**config.mk**
```make
export PLATFORM = sky130hd
export DESIGN_NAME = if_id_hazard_flat
export DESIGN_NICKNAME = d
export VERILOG_FILES = /design/src/rtl/if_id_hazard_pkg.sv /design/src/rtl/if_id_hazard_if.sv /design/src/rtl/if_id_hazard_sat_counter.sv /design/src/rtl/if_id_hazard.sv /design/src/flat_wrapper.sv
export SDC_FILE = /design/constraint.sdc
export NUM_CORES = 1
export LEC_CHECK = 0
export CORE_MARGIN = 4
export CORE_UTILIZATION = 42
export DETAILED_ROUTE_END_ITERATION = 8
export PLACE_DENSITY = 0.8
export SLEW_MARGIN = 5
export SYNTH_ARGS = -nofsm -noshare
export SYNTH_HDL_FRONTEND = slang
export SYNTH_SLANG_ARGS = --single-unit
```
**constraint.sdc**
```tcl
create_clock -name clk -period 3.6 [get_ports clk]
set_clock_uncertainty 0.05 [all_clocks]
set_input_delay 0.9 -clock clk [delete_from_list [all_inputs] [get_ports clk]]
set_output_delay 0.9 -clock clk [all_outputs]
set_load 0.005 [all_outputs]
```
**src/rtl/if_id_hazard_pkg.sv**
```systemverilog
// Shared MIPS pipeline constants for the IF/ID stage.
//   NOP_WORD          : sll $0,$0,0, loaded on flush or bubble
//   RS/RT/RD_MSB/LSB  : register-specifier bit positions in an R/I-type word
//   REG_ZERO          : register $zero, never written, never a hazard source
//   upd_sel_e         : which IF/ID update path wins this cycle
package mips_pkg;

    localparam logic [31:0] NOP_WORD = 32'h0000_0000;

    localparam int unsigned RS_MSB = 25;
    localparam int unsigned RS_LSB = 21;
    localparam int unsigned RT_MSB = 20;
    localparam int unsigned RT_LSB = 16;
    localparam int unsigned RD_MSB = 15;
    localparam int unsigned RD_LSB = 11;

    localparam logic [4:0] REG_ZERO = 5'd0;

    typedef enum logic [1:0] {
        UPD_LOAD  = 2'd0,   // normal advance
        UPD_WAIT  = 2'd1,   // instruction memory not ready
        UPD_STALL = 2'd2,   // load-use hold
        UPD_FLUSH = 2'd3    // branch taken, discard wrong path
    } upd_sel_e;

endpackage

```
**src/rtl/if_id_hazard_if.sv**
```systemverilog
// IF/ID hazard bus.
//   master : fetch/EX side, drives PC_Plus4, Instruction, Imem_Ready,
//            Branch_Taken, Mem_Rd1, Rt1 and observes the rest
//   slave  : the if_id_hazard block
interface if_id_hazard_if #(
    parameter int unsigned CNT_W = 16
);
    logic [31:0]      PC_Plus4;
    logic [31:0]      Instruction;
    logic             Imem_Ready;
    logic             Branch_Taken;
    logic             Mem_Rd1;
    logic [4:0]       Rt1;
    logic [31:0]      Instr_ID;
    logic [31:0]      PC_ID;
    logic             Valid_ID;
    logic [4:0]       Rs;
    logic [4:0]       Rt;
    logic [4:0]       Rd;
    logic             PC_Write;
    logic             Bubble;
    logic [CNT_W-1:0] Stall_Count;
    logic [CNT_W-1:0] Flush_Count;

    modport master (
        output PC_Plus4, Instruction, Imem_Ready, Branch_Taken, Mem_Rd1, Rt1,
        input  Instr_ID, PC_ID, Valid_ID, Rs, Rt, Rd, PC_Write, Bubble,
               Stall_Count, Flush_Count
    );

    modport slave (
        input  PC_Plus4, Instruction, Imem_Ready, Branch_Taken, Mem_Rd1, Rt1,
        output Instr_ID, PC_ID, Valid_ID, Rs, Rt, Rd, PC_Write, Bubble,
               Stall_Count, Flush_Count
    );
endinterface

```
**src/rtl/if_id_hazard_sat_counter.sv**
```systemverilog
// Saturating up-counter for pipeline performance statistics.
//   clk   : rising-edge clock
//   rst_n : asynchronous active-low reset, clears count
//   inc   : add one this cycle (ignored once at all-ones)
//   count : current value
module sat_counter #(
    parameter int unsigned CNT_W = 16
) (
    input  logic             clk,
    input  logic             rst_n,
    input  logic             inc,
    output logic [CNT_W-1:0] count
);

    logic [CNT_W-1:0] count_q;
    logic [CNT_W-1:0] count_d;

    always_comb begin
        count_d = count_q;
        if (inc && (count_q != '1)) begin
            count_d = count_q + CNT_W'(1);
        end
    end

    always_ff @(posedge clk or negedge rst_n) begin
        if (!rst_n) begin
            count_q <= '0;
        end else begin
            count_q <= count_d;
        end
    end

    assign count = count_q;

endmodule

```
**src/rtl/if_id_hazard.sv**
```systemverilog
// IF/ID pipeline register with load-use hazard detection.
//   clk   : pipeline clock, rising edge
//   rst_n : asynchronous active-low reset
//   bus   : slave side of if_id_hazard_if; fetch inputs, EX load info,
//           registered ID instruction/PC, decoded Rs/Rt/Rd, PC_Write,
//           Bubble and saturating stall/flush counters
module if_id_hazard #(
    parameter int unsigned CNT_W    = 16,
    parameter logic [31:0] NOP_WORD = mips_pkg::NOP_WORD
) (
    input  logic          clk,
    input  logic          rst_n,
    if_id_hazard_if.slave bus
);
    import mips_pkg::*;

    logic [31:0] instr_q, instr_d;
    logic [31:0] pc_q,    pc_d;
    logic        valid_q, valid_d;
    logic        hazard;
    upd_sel_e    upd_sel;

    // Rs/Rt are taken from the registered word, so a NOP (invalid) slot
    // is additionally masked by valid_q.
    assign hazard = valid_q && bus.Mem_Rd1 && (bus.Rt1 != REG_ZERO) &&
                    ((bus.Rt1 == instr_q[RS_MSB:RS_LSB]) ||
                     (bus.Rt1 == instr_q[RT_MSB:RT_LSB]));

    always_comb begin
        upd_sel = UPD_LOAD;
        if (bus.Branch_Taken) begin
            upd_sel = UPD_FLUSH;
        end else if (hazard) begin
            upd_sel = UPD_STALL;
        end else if (!bus.Imem_Ready) begin
            upd_sel = UPD_WAIT;
        end
    end

    always_comb begin
        instr_d = instr_q;
        pc_d    = pc_q;
        valid_d = valid_q;
        case (upd_sel)
            UPD_FLUSH: begin
                instr_d = NOP_WORD;
                pc_d    = bus.PC_Plus4;
                valid_d = 1'b0;
            end
            UPD_STALL: ;
            UPD_WAIT: begin
                instr_d = NOP_WORD;
                valid_d = 1'b0;
            end
            default: begin
                instr_d = bus.Instruction;
                pc_d    = bus.PC_Plus4;
                valid_d = 1'b1;
            end
        endcase
    end

    always_ff @(posedge clk or negedge rst_n) begin
        if (!rst_n) begin
            instr_q <= NOP_WORD;
            pc_q    <= '0;
            valid_q <= 1'b0;
        end else begin
            instr_q <= instr_d;
            pc_q    <= pc_d;
            valid_q <= valid_d;
        end
    end

    sat_counter #(.CNT_W(CNT_W)) u_stall_cnt (
        .clk   (clk),
        .rst_n (rst_n),
        .inc   (upd_sel == UPD_STALL),
        .count (bus.Stall_Count)
    );

    sat_counter #(.CNT_W(CNT_W)) u_flush_cnt (
        .clk   (clk),
        .rst_n (rst_n),
        .inc   (upd_sel == UPD_FLUSH),
        .count (bus.Flush_Count)
    );

    assign bus.Instr_ID = instr_q;
    assign bus.PC_ID    = pc_q;
    assign bus.Valid_ID = valid_q;
    assign bus.Rs       = instr_q[RS_MSB:RS_LSB];
    assign bus.Rt       = instr_q[RT_MSB:RT_LSB];
    assign bus.Rd       = instr_q[RD_MSB:RD_LSB];
    assign bus.Bubble   = hazard && !bus.Branch_Taken;
    assign bus.PC_Write = bus.Branch_Taken || (!hazard && bus.Imem_Ready);

endmodule

```
**src/flat_wrapper.sv**
```systemverilog
// flat-port wrapper written by rule: the top's interface ports become plain ports
module if_id_hazard_flat import mips_pkg::*;
#(
    parameter int unsigned CNT_W    = 16,
    parameter logic [31:0] NOP_WORD = mips_pkg::NOP_WORD
)
  (clk, rst_n, bus_PC_Plus4, bus_Instruction, bus_Imem_Ready, bus_Branch_Taken, bus_Mem_Rd1, bus_Rt1, bus_Instr_ID, bus_PC_ID, bus_Valid_ID, bus_Rs, bus_Rt, bus_Rd, bus_PC_Write, bus_Bubble, bus_Stall_Count, bus_Flush_Count);
  if_id_hazard_if #(.CNT_W(CNT_W)) bus_i ();
  input  logic clk;
  input  logic rst_n;
  input wire logic [$bits(bus_i.PC_Plus4)-1:0] bus_PC_Plus4;
  input wire logic [$bits(bus_i.Instruction)-1:0] bus_Instruction;
  input wire logic [$bits(bus_i.Imem_Ready)-1:0] bus_Imem_Ready;
  input wire logic [$bits(bus_i.Branch_Taken)-1:0] bus_Branch_Taken;
  input wire logic [$bits(bus_i.Mem_Rd1)-1:0] bus_Mem_Rd1;
  input wire logic [$bits(bus_i.Rt1)-1:0] bus_Rt1;
  output wire logic [$bits(bus_i.Instr_ID)-1:0] bus_Instr_ID;
  output wire logic [$bits(bus_i.PC_ID)-1:0] bus_PC_ID;
  output wire logic [$bits(bus_i.Valid_ID)-1:0] bus_Valid_ID;
  output wire logic [$bits(bus_i.Rs)-1:0] bus_Rs;
  output wire logic [$bits(bus_i.Rt)-1:0] bus_Rt;
  output wire logic [$bits(bus_i.Rd)-1:0] bus_Rd;
  output wire logic [$bits(bus_i.PC_Write)-1:0] bus_PC_Write;
  output wire logic [$bits(bus_i.Bubble)-1:0] bus_Bubble;
  output wire logic [$bits(bus_i.Stall_Count)-1:0] bus_Stall_Count;
  output wire logic [$bits(bus_i.Flush_Count)-1:0] bus_Flush_Count;
  assign bus_i.PC_Plus4 = bus_PC_Plus4;
  assign bus_i.Instruction = bus_Instruction;
  assign bus_i.Imem_Ready = bus_Imem_Ready;
  assign bus_i.Branch_Taken = bus_Branch_Taken;
  assign bus_i.Mem_Rd1 = bus_Mem_Rd1;
  assign bus_i.Rt1 = bus_Rt1;
  assign bus_Instr_ID = bus_i.Instr_ID;
  assign bus_PC_ID = bus_i.PC_ID;
  assign bus_Valid_ID = bus_i.Valid_ID;
  assign bus_Rs = bus_i.Rs;
  assign bus_Rt = bus_i.Rt;
  assign bus_Rd = bus_i.Rd;
  assign bus_PC_Write = bus_i.PC_Write;
  assign bus_Bubble = bus_i.Bubble;
  assign bus_Stall_Count = bus_i.Stall_Count;
  assign bus_Flush_Count = bus_i.Flush_Count;
  if_id_hazard #(.CNT_W(CNT_W), .NOP_WORD(NOP_WORD)) u_core (.clk(clk), .rst_n(rst_n), .bus(bus_i));
endmodule
```
==> metrics.yaml <==
setup_path:
  worst-setup-path-type: "in2out"
  worst_path_max_delay_cell: "clkdlybuf4s50_1"
  reg2reg_depth: 15
  max_stage_delay_ns: 0.45
  cp-start-kind: "input pin"
  critical_path.cell_chain: "dlygate4sd2_1 -> xnor2_1 -> nand3_1 -> o22ai_2 -> nand4_1 -> a21o_1 -> clkdlybuf4s50_1"
  cp_max_fo: 3
  end_kind: "primary output"
  worstPathRequired_ns: 2.65
  cp.arrival_ns: 2.54
timing:
  max_freq_mhz: 286
  setup_violations: 0
  fin_crit_sh_pct: 97.1
  drv_slew: 0
  slew_headroom_pct: 54.7
  worstMarginPinSlew_ns: 0.678
  setup_slack_ns: 0.105
  period_needed_ns: 3.49
  fin_tns_setup_ns: 0
  hold_violations: 0
placement:
  gp_congestion: 0.787
  io_buffers: 187
  dp_slack_ns: -0.201
  place_area_mm2: 0.00626
  hpwlAfterDp_um: 8480
logic_synthesis:
  yosysTopAreaCellShare_pct: 56.5
  synth-edff-count: 0
  synth.area.top_cells: "dfrtp_1 (56%), mux2_2 (9.4%), nand2_1 (7.2%), xnor2_1 (3.9%), o21ai_0 (3.8%)"
  async_flop_share_pct: 100
  syn_avg_cell_area_um2: 11.0
  synth_cell_types: 40
  netlist_instances: 392
  ys_seq_elements: 97
  yosys_warnings: 0
  seq_area_frac_synth_pct: 56.5
  synth_area_mm2: 0.00430
  synth_ff_type: "dfrtp_1"
  yosys.area.top_type: "dfrtp_1"
  syn_nets: 470
finish:
  finalNetCount: 653
  seqCellArea_mm2: 0.00243
  n_antenna_cell: 0
  syn2layout_area_growth_pct: 50.9
  final_cell_mix: "clkdlybuf4s50_1 (181), dfrtp_1 (97), nand2_1 (81), mux2_2 (36), o21ai_0 (33)"
  finalCoreUtilization_pct: 65.7
  multi_input_area_mm2: 0.00172
  drive_gt1_share_pct: 13.6
  fin_area_mm2: 0.00648
  final_common_cell: "clkdlybuf4s50_1"
  fillCellCount: 765
drt:
  via_per_inst: 4.92
  drcViolationCount: 0
  drt_wl_total_um: 11300
  wl_per_cell_um: 15.8
  first_pass_iters: 5
  via_count: 3506
  drt.antenna.violating_nets: 0
  drt_iter0_markers: 156
floorplanning:
  die_h_um: 109
  ioPinCount: 188
  coreArea_mm2: 0.00986
  rows: 36
  die_x_um: 109
  fp.dieArea_mm2: 0.0119
  start_util_pct: 43.6
clock_network:
  path_clk_slew_ns: 0.10
  root_buffer: "clkbuf_8"
  postCtsHoldBufs: 0
  clkLatencyLatePin_ns: 0.34
  cts_buffers: 9
  htreeDepth: 3
  cts_tree: "done"
  cts_max_path_buffers: 2
  cts_sinks: 97
global_routing:
  antenna_found_initial: 0
  grt_pass1_wl_um: 17800
  grt_max_degree: 44
  grt_usage_pct: 18.9
  grt-ovfl-total: 0
  first_global_vias: 3664
job:
  max-cap-violations: 0
outcome:
  status: "completed"
worst_hold_path:
  holdPathStages: 2
  hold_path_class: "reg2reg"
pwr:
  power_leakage_nw: 2.76
  vdd_drop_max_mv: 0.224
  finalPower_mw: 2.65
  powerDensity_mw_per_mm2: 409
worst max-delay path: cells and delay by family:
| kind | cells | cell delay, ns |
|---|---|---|
| buffers and inverters | 2 | 0.72 |
| AND/OR/NAND/NOR | 2 | 0.29 |
| AO/OA/AOI/OAI | 2 | 0.45 |
| XOR/XNOR | 1 | 0.18 |
through the flow:
stage	hold WS (ns)	instances
CTS	0.451	712
floorplan	0.426	392
global route	0.467	712
global placement	0.417	694
finish	0.447	712
detailed placement	0.427	694
area by class of cell:
class	instances	area share (%)
sequential	97	37.4
clock buffer	9	1.91
clock inverter	6	0.656
inverter	4	0.232
multi-input combinational	262	26.6
tap	133	2.57
timing repair buffer	201	30.6
metal layers:
metal  global-route usage (%)  share of wire (%)  vias to the layer above
met2                     31.6                 48                      144
met4                     5.95                1.5                        0
met5                        0                  0                        -
met1                     22.7                 40                     1682
met3                     6.81                 10                       14
li1                         -                  -                     1666
registers in the layout, indices dropped and copies added, names as in the netlist:
| register | count |
|---|---|
| u_core.bus.PC_ID | 32 |
| u_core.u_stall_cnt.count | 16 |
| u_core.bus.Instr_ID | 32 |
| u_core.u_flush_cnt.count | 16 |
| u_core.bus.Valid_ID | 1 |
cells by family after synthesis:
kind of cell,count (synthesis),synth area share [%]
AND/OR/NAND/NOR,141,15.0
flip-flops,97,56.5
AO/OA/AOI/OAI,45,6.26
multiplexers,38,9.93
XOR/XNOR,34,6.93
buffers and inverters,33,4.28
adder cells (fa/ha/maj),4,1.16
synthesized netlist by cell type (4+ instances only):
library cell and instances:
mux2_2 36, nand3_1 10, buf_4 15, inv_1 4, nor3_1 5, xor2_1 15
o21ai_0 33, nand2_1 82, dfrtp_1 97, xnor2_1 19, nand4_1 9, nor2_1 17
ha_1 4, and3_1 6, clkbuf_1 8
repair_timing:
action,4_1_cts,5_1_grt
resized for setup,5,6
endpoints found under the setup margin,2,39
pin swaps,1,2
buffers inserted,3,0
report_power, final:
| group | leakage [nW] | switching, mW | total [mW] | internal [mW] |
|---|---|---|---|---|
| Combinational | 1.45 | 0.230 | 0.673 | 0.443 |
| Clock | 0.0819 | 0.374 | 0.624 | 0.250 |
| Sequential | 1.24 | 0.134 | 1.36 | 1.22 |
| Total | 2.76 | 0.738 | 2.65 | 1.92 |
path summary, 6_finish.rpt:
path	slack, ns	start	to
setup / recovery	0.11	bus_Rt1[4]	bus_PC_Write
hold reg to reg	0.45	u_core.bus.Instr_ID[31]	u_core.bus.Instr_ID[31]
min in group asynchronous	0.49	rst_n	u_core.u_flush_cnt.count[11]
max in group asynchronous	2.23	rst_n	u_core.bus.Instr_ID[1]
setup reg to reg	0.57	u_core.bus.Instr_ID[25]	u_core.u_stall_cnt.count[15]
hold / removal	0.45	u_core.bus.Instr_ID[31]	u_core.bus.Instr_ID[31]
Power figures use the tool's default switching activity.
